### config.mk
export PLATFORM = sky130hd
export DESIGN_NAME = mem_wb_stage
export DESIGN_NICKNAME = d
export VERILOG_FILES = /design/src/rtl/mem_wb_stage_pkg.sv /design/src/rtl/mem_wb_stage_ack_timer.sv /design/src/rtl/mem_wb_stage.sv
export SDC_FILE = /design/constraint.sdc
export NUM_CORES = 1
export LEC_CHECK = 0
export CORE_MARGIN = 4
export CORE_UTILIZATION = 40
export CTS_CLUSTER_DIAMETER = 30
export CTS_CLUSTER_SIZE = 20
export DETAILED_ROUTE_END_ITERATION = 7
export DONT_BUFFER_PORTS = 1
export PLACE_DENSITY_LB_ADDON = 0.08
export SYNTH_ARGS = -nofsm -noshare
export SYNTH_HDL_FRONTEND = slang
export SYNTH_SLANG_ARGS = --single-unit
### constraint.sdc
create_clock -name clk -period 5.46 [get_ports clk]
set_input_delay 1.092 -clock clk [delete_from_list [all_inputs] [get_ports clk]]
set_output_delay 1.092 -clock clk [all_outputs]
set_load 0.03 [all_outputs]
### src/rtl/mem_wb_stage_pkg.sv
// Shared pipeline definitions for the MEM/WB stage.
package mem_wb_stage_pkg;

   localparam int DEF_DATA_W = 32;
   localparam int DEF_RD_W   = 5;
   localparam int DEF_WB_W   = 4;
   localparam int DEF_ACK_TO = 15;

   localparam int MEM_READ    = 1;
   localparam int MEM_WRITE   = 0;
   localparam int WB_REGWRITE = 0;

   typedef enum logic {
      S_IDLE = 1'b0,
      S_WAIT = 1'b1
   } mem_state_e;

endpackage

### src/rtl/mem_wb_stage_ack_timer.sv
// Bounded-wait counter for an outstanding data memory access.
module mem_ack_timer #(
   parameter int ACK_TIMEOUT = 15
) (
   input  logic clk,
   input  logic rst,
   input  logic clr_i,
   input  logic en_i,
   output logic expired_o
);

   localparam int CW = $clog2(ACK_TIMEOUT) + 1;
   localparam logic [CW-1:0] LAST = CW'(ACK_TIMEOUT - 1);

   logic [CW-1:0] cnt_q, cnt_d;

   always_comb begin
      cnt_d = cnt_q;
      if (clr_i)
         cnt_d = '0;
      else if (en_i)
         cnt_d = cnt_q + CW'(1);
   end

   always_ff @(posedge clk) begin
      if (!rst)
         cnt_q <= '0;
      else
         cnt_q <= cnt_d;
   end

   assign expired_o = (cnt_q == LAST);

endmodule

### src/rtl/mem_wb_stage.sv
// MEM stage access sequencer and MEM/WB pipeline register.
module mem_wb_stage
   import mem_wb_stage_pkg::*;
#(
   parameter int DATA_W      = DEF_DATA_W,
   parameter int RD_W        = DEF_RD_W,
   parameter int WB_W        = DEF_WB_W,
   parameter int ACK_TIMEOUT = DEF_ACK_TO
) (
   input  logic              clk,
   input  logic              rst,
   input  logic [WB_W-1:0]   MemWb,
   input  logic [1:0]        MemMem,
   input  logic [DATA_W-1:0] MemAluRes,
   input  logic [DATA_W-1:0] MemWriteD,
   input  logic [RD_W-1:0]   MemRd,
   output logic              dm_req,
   output logic              dm_we,
   output logic [DATA_W-1:0] dm_addr,
   output logic [DATA_W-1:0] dm_wdata,
   input  logic              dm_ack,
   input  logic [DATA_W-1:0] dm_rdata,
   output logic              mem_stall,
   output logic              mem_err,
   output logic [WB_W-1:0]   WbWb,
   output logic [DATA_W-1:0] WbReadData,
   output logic [DATA_W-1:0] WbAluRes,
   output logic [RD_W-1:0]   WbRd
);

   mem_state_e        state_q, state_d;
   logic [WB_W-1:0]   wb_q, wb_d;
   logic [DATA_W-1:0] rdat_q, rdat_d;
   logic [DATA_W-1:0] alu_q, alu_d;
   logic [RD_W-1:0]   rd_q, rd_d;
   logic              err_q, err_d;
   logic              op, is_wr;
   logic              tmr_clr, tmr_en, tmr_exp;

   // 2'b11 counts as a store
   assign op    = MemMem[MEM_READ] | MemMem[MEM_WRITE];
   assign is_wr = MemMem[MEM_WRITE];

   mem_ack_timer #(
      .ACK_TIMEOUT(ACK_TIMEOUT)
   ) u_timer (
      .clk      (clk),
      .rst      (rst),
      .clr_i    (tmr_clr),
      .en_i     (tmr_en),
      .expired_o(tmr_exp)
   );

   always_comb begin
      state_d   = state_q;
      wb_d      = wb_q;
      rdat_d    = rdat_q;
      alu_d     = alu_q;
      rd_d      = rd_q;
      err_d     = 1'b0;
      mem_stall = 1'b0;
      tmr_clr   = 1'b0;
      tmr_en    = 1'b0;
      unique case (state_q)
         S_IDLE: begin
            tmr_clr = 1'b1;
            if (op) begin
               mem_stall = 1'b1;
               wb_d      = '0;
               rd_d      = '0;
               state_d   = S_WAIT;
            end else begin
               wb_d   = MemWb;
               alu_d  = MemAluRes;
               rd_d   = MemRd;
               rdat_d = '0;
            end
         end
         S_WAIT: begin
            if (dm_ack) begin
               wb_d    = MemWb;
               alu_d   = MemAluRes;
               rd_d    = MemRd;
               rdat_d  = is_wr ? '0 : dm_rdata;
               state_d = S_IDLE;
            end else if (tmr_exp) begin
               // Abort: retire the op but suppress the register write
               wb_d              = MemWb;
               wb_d[WB_REGWRITE] = 1'b0;
               alu_d             = MemAluRes;
               rd_d              = MemRd;
               rdat_d            = '0;
               err_d             = 1'b1;
               state_d           = S_IDLE;
            end else begin
               mem_stall = 1'b1;
               tmr_en    = 1'b1;
               wb_d      = '0;
               rd_d      = '0;
            end
         end
      endcase
   end

   always_ff @(posedge clk) begin
      if (!rst) begin
         state_q <= S_IDLE;
         wb_q    <= '0;
         rdat_q  <= '0;
         alu_q   <= '0;
         rd_q    <= '0;
         err_q   <= 1'b0;
      end else begin
         state_q <= state_d;
         wb_q    <= wb_d;
         rdat_q  <= rdat_d;
         alu_q   <= alu_d;
         rd_q    <= rd_d;
         err_q   <= err_d;
      end
   end

   assign dm_req     = (state_q == S_WAIT);
   assign dm_we      = dm_req & is_wr;
   assign dm_addr    = dm_req ? MemAluRes : '0;
   assign dm_wdata   = dm_we ? MemWriteD : '0;
   assign mem_err    = err_q;
   assign WbWb       = wb_q;
   assign WbReadData = rdat_q;
   assign WbAluRes   = alu_q;
   assign WbRd       = rd_q;

endmodule
==> metrics.txt, run 1 <==
crit end category=output port; post-detail-place hpwl=6210 µm; DRT Wirelength=8570 µm; syn_nets=457; sequential standard cell area=1600 µm²; worst skew pair latency=0.34 ns; CTS tree=yes; internal power=944 µW; largest net degree at the start of global routing=101; GP Congestion=0.689; NetSw=384 µW; synthesized area=3340 µm²; crit path DAT=2.42 ns; Setup Buffers After CTS=0; DIE AREA=9860 µm²; final setup violation count=0; Via Count=2454; Initial Util=0.408; clk_skew=0.00630 ns; post_cts resized=0; Max Cap Viol=0; flops & latches, synth=80; Num CTS Buffers=9; post-synthesis sequential area ratio=0.480; vias per std cell=5.63; total grt overflow=0; power after layout=1330 µW; Crit Path Max Fanout=71; final hold viol count=0; layout cells sized above 1=0.0665; Leak Pwr=0.00154 µW; Clock Tree Buf Depth=2; relative slew slack=0.356; maximum clock rate=285 MHz; 1st-iter DRT viols=108; DRC viols=0; unrepaired setup endpoints after global routing=false; Netlist cell types=30; syn_area_per_cell=9.67 µm²; clock share of power=0.366; Worst EP required=4.37 ns; first-pass GRT wire length=12200 µm; Pre-antenna DRT Iters=4; sw frac=0.290; DRT antenna net count=0; initial antenna violation count=0; Tot GR Track Use=0.158; Die Y-Extent=99.3 µm; Num Clock Sinks=80; combinational group share of total power=0.107; Final #Nets=438; Die W=99.3 µm; Async S/R FF share, synth=0; CTS Root Cell=clkbuf_8; most frequent cell after synthesis=dfxtp_1; setup_tns=0 ns; clock-pin slew on the worst setup and hold paths=0.07 ns; row count=33; Core Area=8180 µm²; top cells by count, synth=80 x dfxtp_1, 66 x nand2_1, 42 x and2_1; multi-input logic area=1570 µm²; Area Growth Syn to Fin=6.71%; Worst-Margin Slew=0.966 ns; Post-synth EDFFs=0; WL per Instance=19.7 µm; Area contributors post-synth=dfxtp_1 48%, a32o_1 9.6%, mux2i_1 9.6%; period utilization=0.642; worst hold path type=flop to flop; final core area utilization=0.435; io pins=251; worst vdd ir=0.169 mV; Mapped Cells=345; Slew Viols, Final=0; vias in the first global route=2218; crit start category=flop; Hold-fix buffers, CTS=0; kind of critical path=flop to output port; Hold Slack=0.488 ns; H-tree levels=3; predominant post-synthesis flop cell=dfxtp_1; Antenna diodes=0; status=finished clean; share of the synthesized area in the top cell type=0.480; Yosys warning count=0; Final min period=3.51 ns; Synth area leader=dfxtp_1; Port Buffer Count=0; fillcell total=787; Flop pwr share=0.527; Power Density=373 nW/µm²
[layout make-up]
cell class | count | share of cell area
Tap cell | 105 | 0.0369
Clock buffer | 15 | 0.0580
Inverter | 1 | 0.00105
Sequential cell | 80 | 0.450
Clock inverter | 1 | 0.00844
Timing Repair Buffer | 2 | 0.00422
Multi-Input combinational cell | 232 | 0.441
[metrics by stage]
step                cell area [µm²]  setup slack [ns]  std cells
floorplan                      3340              2.57        345
global placement               3320              2.29        420
detailed placement             3320              2.27        420
CTS                            3560              1.89        436
global route                   3560              1.60        436
finish                         3560              1.95        436
[registers in the layout (all words and copies together) (netlist names)]
signal	cells
WbWb	4
dm_req	1
mem_err	1
WbRd	5
WbAluRes	32
WbReadData	32
u_timer.cnt_q	5
[power by group through the flow]
| stage | Clock [µW] | Sequential, µW | Combinational [µW] |
|---|---|---|---|
| floorplan | 0 | 699 | 154 |
| finish | 486 | 700 | 142 |
| global placement | 0 | 716 | 143 |
| CTS | 509 | 702 | 144 |
| detailed placement | 0 | 715 | 144 |
| global route | 530 | 707 | 153 |
[final timing paths]
check | from | end | slack, ns | cells past startpoint
setup reg to reg | dm_req | WbAluRes[18] | 2.35 | 4
hold reg to reg | u_timer.cnt_q[4] | u_timer.cnt_q[4] | 0.49 | 2
hold / removal | u_timer.cnt_q[4] | u_timer.cnt_q[4] | 0.49 | 2
setup / recovery | dm_req | mem_stall | 1.95 | 2
[routing by layer]
metal,vias up,wire [µm],GRT usage
met3,9,985,0.0905
met5,-,0,0
met2,118,4140,0.240
met4,0,86,0.0504
li1,1164,-,-
met1,1163,3360,0.189
[cell families after synthesis]
logic type,Yosys count,share of synthesized area
mux,32,0.0960
compound gates,45,0.122
simple gates,153,0.242
buf+inv,33,0.0533
fa+ha+maj,2,0.00750
flops,80,0.480
[cell usage in the layout, fill, tap and decap left out]
| cell | synthesis | final |
|---|---|---|
| or4_1 | 1 | 1 |
| and3_1 | 32 | 32 |
| inv_1 | 1 | 1 |
| and2_1 | 42 | 42 |
| o21bai_1 | 1 | 1 |
| and4b_1 | 1 | 1 |
| o21ai_4 | 0 | 1 |
| and4_1 | 1 | 1 |
| nor3b_4 | 0 | 1 |
| mux2i_1 | 32 | 32 |
| nand4b_1 | 1 | 1 |
| nand2_1 | 66 | 66 |
| nor3_1 | 1 | 1 |
| nand3b_1 | 1 | 1 |
| o211a_1 | 1 | 1 |
| nand3_1 | 2 | 2 |
| or3_1 | 1 | 1 |
| dfxtp_1 | 80 | 79 |
| ha_1 | 2 | 2 |
| bufinv_16 | 0 | 1 |
| nor2b_1 | 1 | 1 |
| a311oi_1 | 1 | 1 |
| clkbuf_8 | 0 | 15 |
| a21oi_1 | 5 | 5 |
| or2_2 | 1 | 1 |
| o31ai_1 | 2 | 2 |
| buf_4 | 0 | 2 |
| dfxtp_2 | 0 | 1 |
| o21ai_0 | 2 | 2 |
| nand2b_1 | 1 | 1 |
| a32o_1 | 32 | 32 |
[worst max-delay path, cell delays in order (launching register included)]
cell	delay (ns)
dfxtp_2	0.96
nand2b_1	0.36
o21ai_4	0.75
Power figures use the tool's default switching activity.
==> run 2: changes to the inputs <==
==> constraint.sdc (replaced) <==
create_clock -name clk -period 3.1 [get_ports clk]
set_input_delay 0.62 -clock clk [delete_from_list [all_inputs] [get_ports clk]]
set_output_delay 0.62 -clock clk [all_outputs]
set_load 0.03 [all_outputs]
==> run 2 against run 1 <==
  * Clock-buffer cell count down 6
  * Clock skew up 0.0046 ns
  * Utilization down 0.46 points
  * Final cell count up 0.69%
  * Global-route usage up 0.74 points
  * First-iteration DRC count up 28%
  * Combinational power up 90%
  * Critical path depth up 2
  * Flip-flop and latch count unchanged
  * Largest cell class unchanged
  * Highest routed layer unchanged
==> metrics.txt, run 2 (synthesis results as in run 1) <==
status=finished clean; Finished Layout Cells=439 (+0.69%); Final #Nets=441 (+0.68%); GP Congestion=0.711 (+3.2%); Reg2Reg Depth=6 (+2); sequential standard cell area=1600 µm² (unchanged); commonest non-fill, non-tap cell in the layout=dfxtp_1; io pins=251 (unchanged); first-pass GRT wire length=13000 µm (+6.2%); Hold-fix buffers, CTS=0 (unchanged); worst skew pair latency=0.34 ns (about the same); H-tree levels=3 (unchanged); Inst Count DP=423 (+0.71%); vias per std cell=5.52 (-2.0%); most frequent cells in the layout=79 x dfxtp_1, 66 x nand2_1, 42 x and2_1; CP max stage cell=o21ai_4; Die W=99.3 µm (unchanged); worst hold start=dm_ack; CP startpoint=u_timer.cnt_q[0]; kind of critical path=flop to output port; fillcell total=806 (+2.4%); final setup violation count=0 (unchanged); worst vdd ir=0.237 mV (+40%); Port Buffer Count=0 (unchanged); max incr delay on CP=0.39 ns (-0.57 ns); Crit Path Max Fanout=7 (-90%); CTS tree=yes; Leak Pwr=0.00152 µW (-1.1%); Power Density=619 nW/µm² (+66%); initial antenna violation count=0 (unchanged); Hold Slack=0.351 ns (-0.137 ns); vias in the first global route=2312 (+4.2%); Worst path top cell family by delay=compound AO/OA/AOI/OAI gates; final core area utilization=0.431 (-0.00459); Num Clock Sinks=80 (unchanged); Clock Tree Buf Depth=2 (unchanged); Tot GR Track Use=0.165 (+0.00741); Max Cap Viol=0 (unchanged); crit path DAT=1.69 ns (-0.73 ns); unrepaired setup endpoints after global routing=false; power after layout=2180 µW (+64%); worst path bufs/invs=1 (+1); multi-input logic area=1570 µm² (unchanged); DRT antenna net count=0 (unchanged); Initial Util=0.408 (unchanged); Final min period=2.31 ns; relative slew slack=0.716 (+0.360); DRC viols=0 (unchanged); Area Growth Syn to Fin=5.59%; maximum clock rate=433 MHz; 1st-iter DRT viols=138 (+28%); Antenna diodes=0 (unchanged); DRT Wirelength=8690 µm (+1.3%); period utilization=0.746; setup_tns=0 ns (unchanged); r2r endpoint=WbAluRes[15]; layout cells sized above 1=0.0749 (+0.00839); Worst Hold Depth=1 (-1); Pre-antenna DRT Iters=4 (unchanged); crit end category=output port; DIE AREA=9860 µm² (unchanged); Via Count=2422 (-1.3%); worst hold path type=input pin to flop; Reg-to-Reg Start=u_timer.cnt_q[0]; clk_skew=0.0109 ns (+0.00461 ns); Worst EP required=2.48 ns (-1.89 ns); Core Area=8180 µm² (unchanged); Hold Path End=mem_err; largest net degree at the start of global routing=101 (unchanged); CTS Root Cell=clkbuf_8; Die Y-Extent=99.3 µm (unchanged); final hold viol count=0 (unchanged); post-detail-place hpwl=6390 µm (+2.8%); WL per Instance=19.8 µm (+0.64%); Slew Viols, Final=0 (unchanged); Worst-Margin Slew=0.426 ns (-0.540 ns); crit-path cells=inv_1, ha_1, and4b_1, o21ai_4; r2r setup slk=1.02 ns (-1.33 ns); clock-pin slew on the worst setup and hold paths=0.08 ns (about the same); Num CTS Buffers=9 (unchanged); crit start category=flop; post_cts resized=0 (unchanged); total grt overflow=0 (unchanged); Setup Buffers After CTS=0 (unchanged); row count=33 (unchanged)
[run 2: cell types whose count changed in the layout (fill, tap and decap cells not counted), sizes merged]
| cell | delta |
|---|---|
| clkbuf | -6 |
| buf | +3 |
| clkinv | +3 |
| inv | +3 |
| bufinv | -1 |
| clkinvlp | +1 |
[run 2: area by class of cell]
type,instances,area share
clock inverters,7,0.0149
inverters,1,0.00107
well taps,105,0.0373
repair buffers,5,0.0107
clock buffers,9,0.0352
multi-input cells,232,0.446
flip-flops and latches,80,0.455
[run 2: routing by layer]
layer | wire length, µm | vias to the layer above | track usage
met1 | 3520 | 1115 | 0.210
met2 | 4050 | 121 | 0.240
met5 | 0 | - | 0
met4 | 110 | 0 | 0.0536
li1 | - | 1175 | -
met3 | 1010 | 11 | 0.0898
[run 2: how the worst max path moves through the flow]
| stage | to | cells after the start | slack [ns] |
|---|---|---|---|
| 6_report | mem_stall | 4 | 0.79 |
| 5_1_grt | dm_wdata[30] | 2 | 0.66 |
| 4_1_cts | mem_stall | 4 | 0.76 |
| 3_5_place_dp | WbAluRes[15] | 6 | 1.03 |
| 3_3_place_gp | WbAluRes[18] | 6 | 1.09 |
| 2_1_floorplan | mem_stall | 7 | 1.07 |
[run 2: power breakdown]
group,switching [µW],internal (µW)
sequential,141,1080
clock,391,298
combinational,189,81.0
total,721,1460
[run 2: through the flow]
| step | cell area, µm² | worst slack [ns] |
|---|---|---|
| after floorplan | 3340 | 1.07 |
| after global placement | 3350 | 1.09 |
| after detailed placement | 3350 | 1.03 |
| after CTS | 3520 | 0.762 |
| after global routing | 3520 | 0.662 |
| final | 3520 | 0.788 |
==> run 3: changes to the inputs <==
==> constraint.sdc (replaced) <==
create_clock -name clk -period 2.3 [get_ports clk]
set_input_delay 0.46 -clock clk [delete_from_list [all_inputs] [get_ports clk]]
set_output_delay 0.46 -clock clk [all_outputs]
set_load 0.03 [all_outputs]
==> run 3 against run 2 <==
  * Worst setup slack got worse by 0.66 ns
  * Largest power group unchanged
  * Die area is the same
  * Final cell count rose by 0.91%
==> metrics.txt, run 3 (synthesis results as in run 1) <==
clock-pin slew on the worst setup and hold paths=0.09 ns (about the same); Crit Path Max Fanout=14 (+7); Area Growth Syn to Fin=7.43%; vias per std cell=5.55 (+0.53%); max incr delay on CP=0.38 ns (about the same); CP max stage cell=dfxtp_1; status=finished clean; Die Y-Extent=99.3 µm (unchanged); CTS tree=yes; DRT antenna net count=0 (unchanged); Reg2Reg Depth=7 (+1); pre-CTS setup slack=0.356 ns (-0.671 ns); DRT Wirelength=8900 µm (+2.5%); Initial Util=0.408 (unchanged); sequential standard cell area=1600 µm² (unchanged); Port Buffer Count=0 (unchanged); worst skew pair latency=0.34 ns (about the same); Clock Tree Buf Depth=2 (unchanged); period utilization=0.943; post_cts resized=0 (unchanged); unrepaired setup endpoints after global routing=false; Antenna diodes=0 (unchanged); worst path bufs/invs=2 (+1); commonest non-fill, non-tap cell in the layout=dfxtp_1; crit start category=flop; row count=33 (unchanged); largest net degree at the start of global routing=101 (unchanged); crit path DAT=1.71 ns (+0.02 ns); final hold viol count=0 (unchanged); final worst slack=0.131 ns (-0.657 ns); Tot GR Track Use=0.164 (-0.00132); Leak Pwr=0.00154 µW (+1.6%); multi-input logic area=1570 µm² (unchanged); Max Cap Viol=0 (unchanged); final setup violation count=0 (unchanged); CTS Root Cell=clkbuf_8; post-detail-place hpwl=6410 µm (+0.32%); Hold-fix buffers, CTS=0 (unchanged); crit-path cells=inv_1, ha_1, and4b_1, o21ai_4, buf_12; 1st-iter DRT viols=107 (-22%); clk_skew=0.0139 ns (+0.00301 ns); total grt overflow=0 (unchanged); Final min period=2.17 ns; WL per Instance=20.1 µm (+1.6%); setup_tns=0 ns (unchanged); Core Area=8180 µm² (unchanged); Pre-antenna DRT Iters=4 (unchanged); DIE AREA=9860 µm² (unchanged); Worst EP required=1.84 ns (-0.64 ns); Final #Nets=445 (+0.91%); Via Count=2457 (+1.4%); Die W=99.3 µm (unchanged); first-pass GRT wire length=12800 µm (-1.0%); GP Congestion=0.735 (+3.3%); worst hold path type=input pin to flop; Num Clock Sinks=80 (unchanged); H-tree levels=3 (unchanged); initial antenna violation count=0 (unchanged); DRC viols=0 (unchanged); Worst Hold Depth=1 (unchanged); Hold Slack=0.191 ns (-0.161 ns); layout cells sized above 1=0.0858 (+0.0109); io pins=251 (unchanged); maximum clock rate=461 MHz; Power Density=832 nW/µm² (+34%); worst vdd ir=0.394 mV (+66%); Num CTS Buffers=9 (unchanged); Worst-Margin Slew=0.479 ns (+0.0529 ns); relative slew slack=0.680 (-0.0353); most frequent cells in the layout=79 x dfxtp_1, 66 x nand2_1, 42 x and2_1; Setup Buffers After CTS=0 (unchanged); vias in the first global route=2248 (-2.8%); Crit path depth=5 (+1); Slew Viols, Final=0 (unchanged); kind of critical path=flop to output port; Worst path top cell family by delay=flip-flops; Inst Count DP=425 (+0.47%); fillcell total=818 (+1.5%); crit end category=output port; Finished Layout Cells=443 (+0.91%)
==> run 3: worst reg2reg max path, delay by kind of cell, from the launching register on <==
| family | cells | cell delay [ns] |
|---|---|---|
| compound gates | 1 | 0.20 |
| fa+ha+maj | 1 | 0.21 |
| buf+inv | 3 | 0.52 |
| flops | 1 | 0.38 |
| mux | 1 | 0.20 |
| simple gates | 1 | 0.30 |
==> run 3: layer usage <==
metal,up-vias,GRT usage,part of all wire
li1,1181,-,-
met1,1163,0.209,0.40
met2,108,0.241,0.48
met3,5,0.0877,0.10
met4,0,0.0473,0.0071
met5,-,0,0
==> run 3: final cells by class <==
class,instances,share of cell area
well taps,105,0.0367
inverters,1,0.00105
clock buffers,9,0.0346
multi-input cells,232,0.438
clock inverters,7,0.0150
repair buffers,9,0.0272
flip-flops and latches,80,0.447
==> run 3: report_power, final <==
| part | internal, µW | switching, µW | leakage [µW] |
|---|---|---|---|
| registers | 1460 | 187 | 0.000653 |
| clock network | 401 | 544 | 0.0000827 |
| logic | 130 | 262 | 0.000808 |
| total | 1990 | 994 | 0.00154 |
==> run 3: worst paths after layout <==
path	to	slack, ns	start
hold / removal	mem_err	0.19	dm_ack
setup / recovery	mem_stall	0.13	u_timer.cnt_q[0]
setup reg to reg	WbAluRes[19]	0.43	u_timer.cnt_q[0]
hold reg to reg	u_timer.cnt_q[4]	0.49	u_timer.cnt_q[4]
==> run 3: per-stage QoR <==
step | utilization | instance area (µm²) | power [µW]
floorplan | - | 3340 | 2030
global route | 0.438 | 3580 | 3120
detailed placement | 0.413 | 3370 | 2060
global placement | 0.413 | 3370 | 2060
finish | 0.438 | 3580 | 2980
CTS | 0.434 | 3550 | 3010
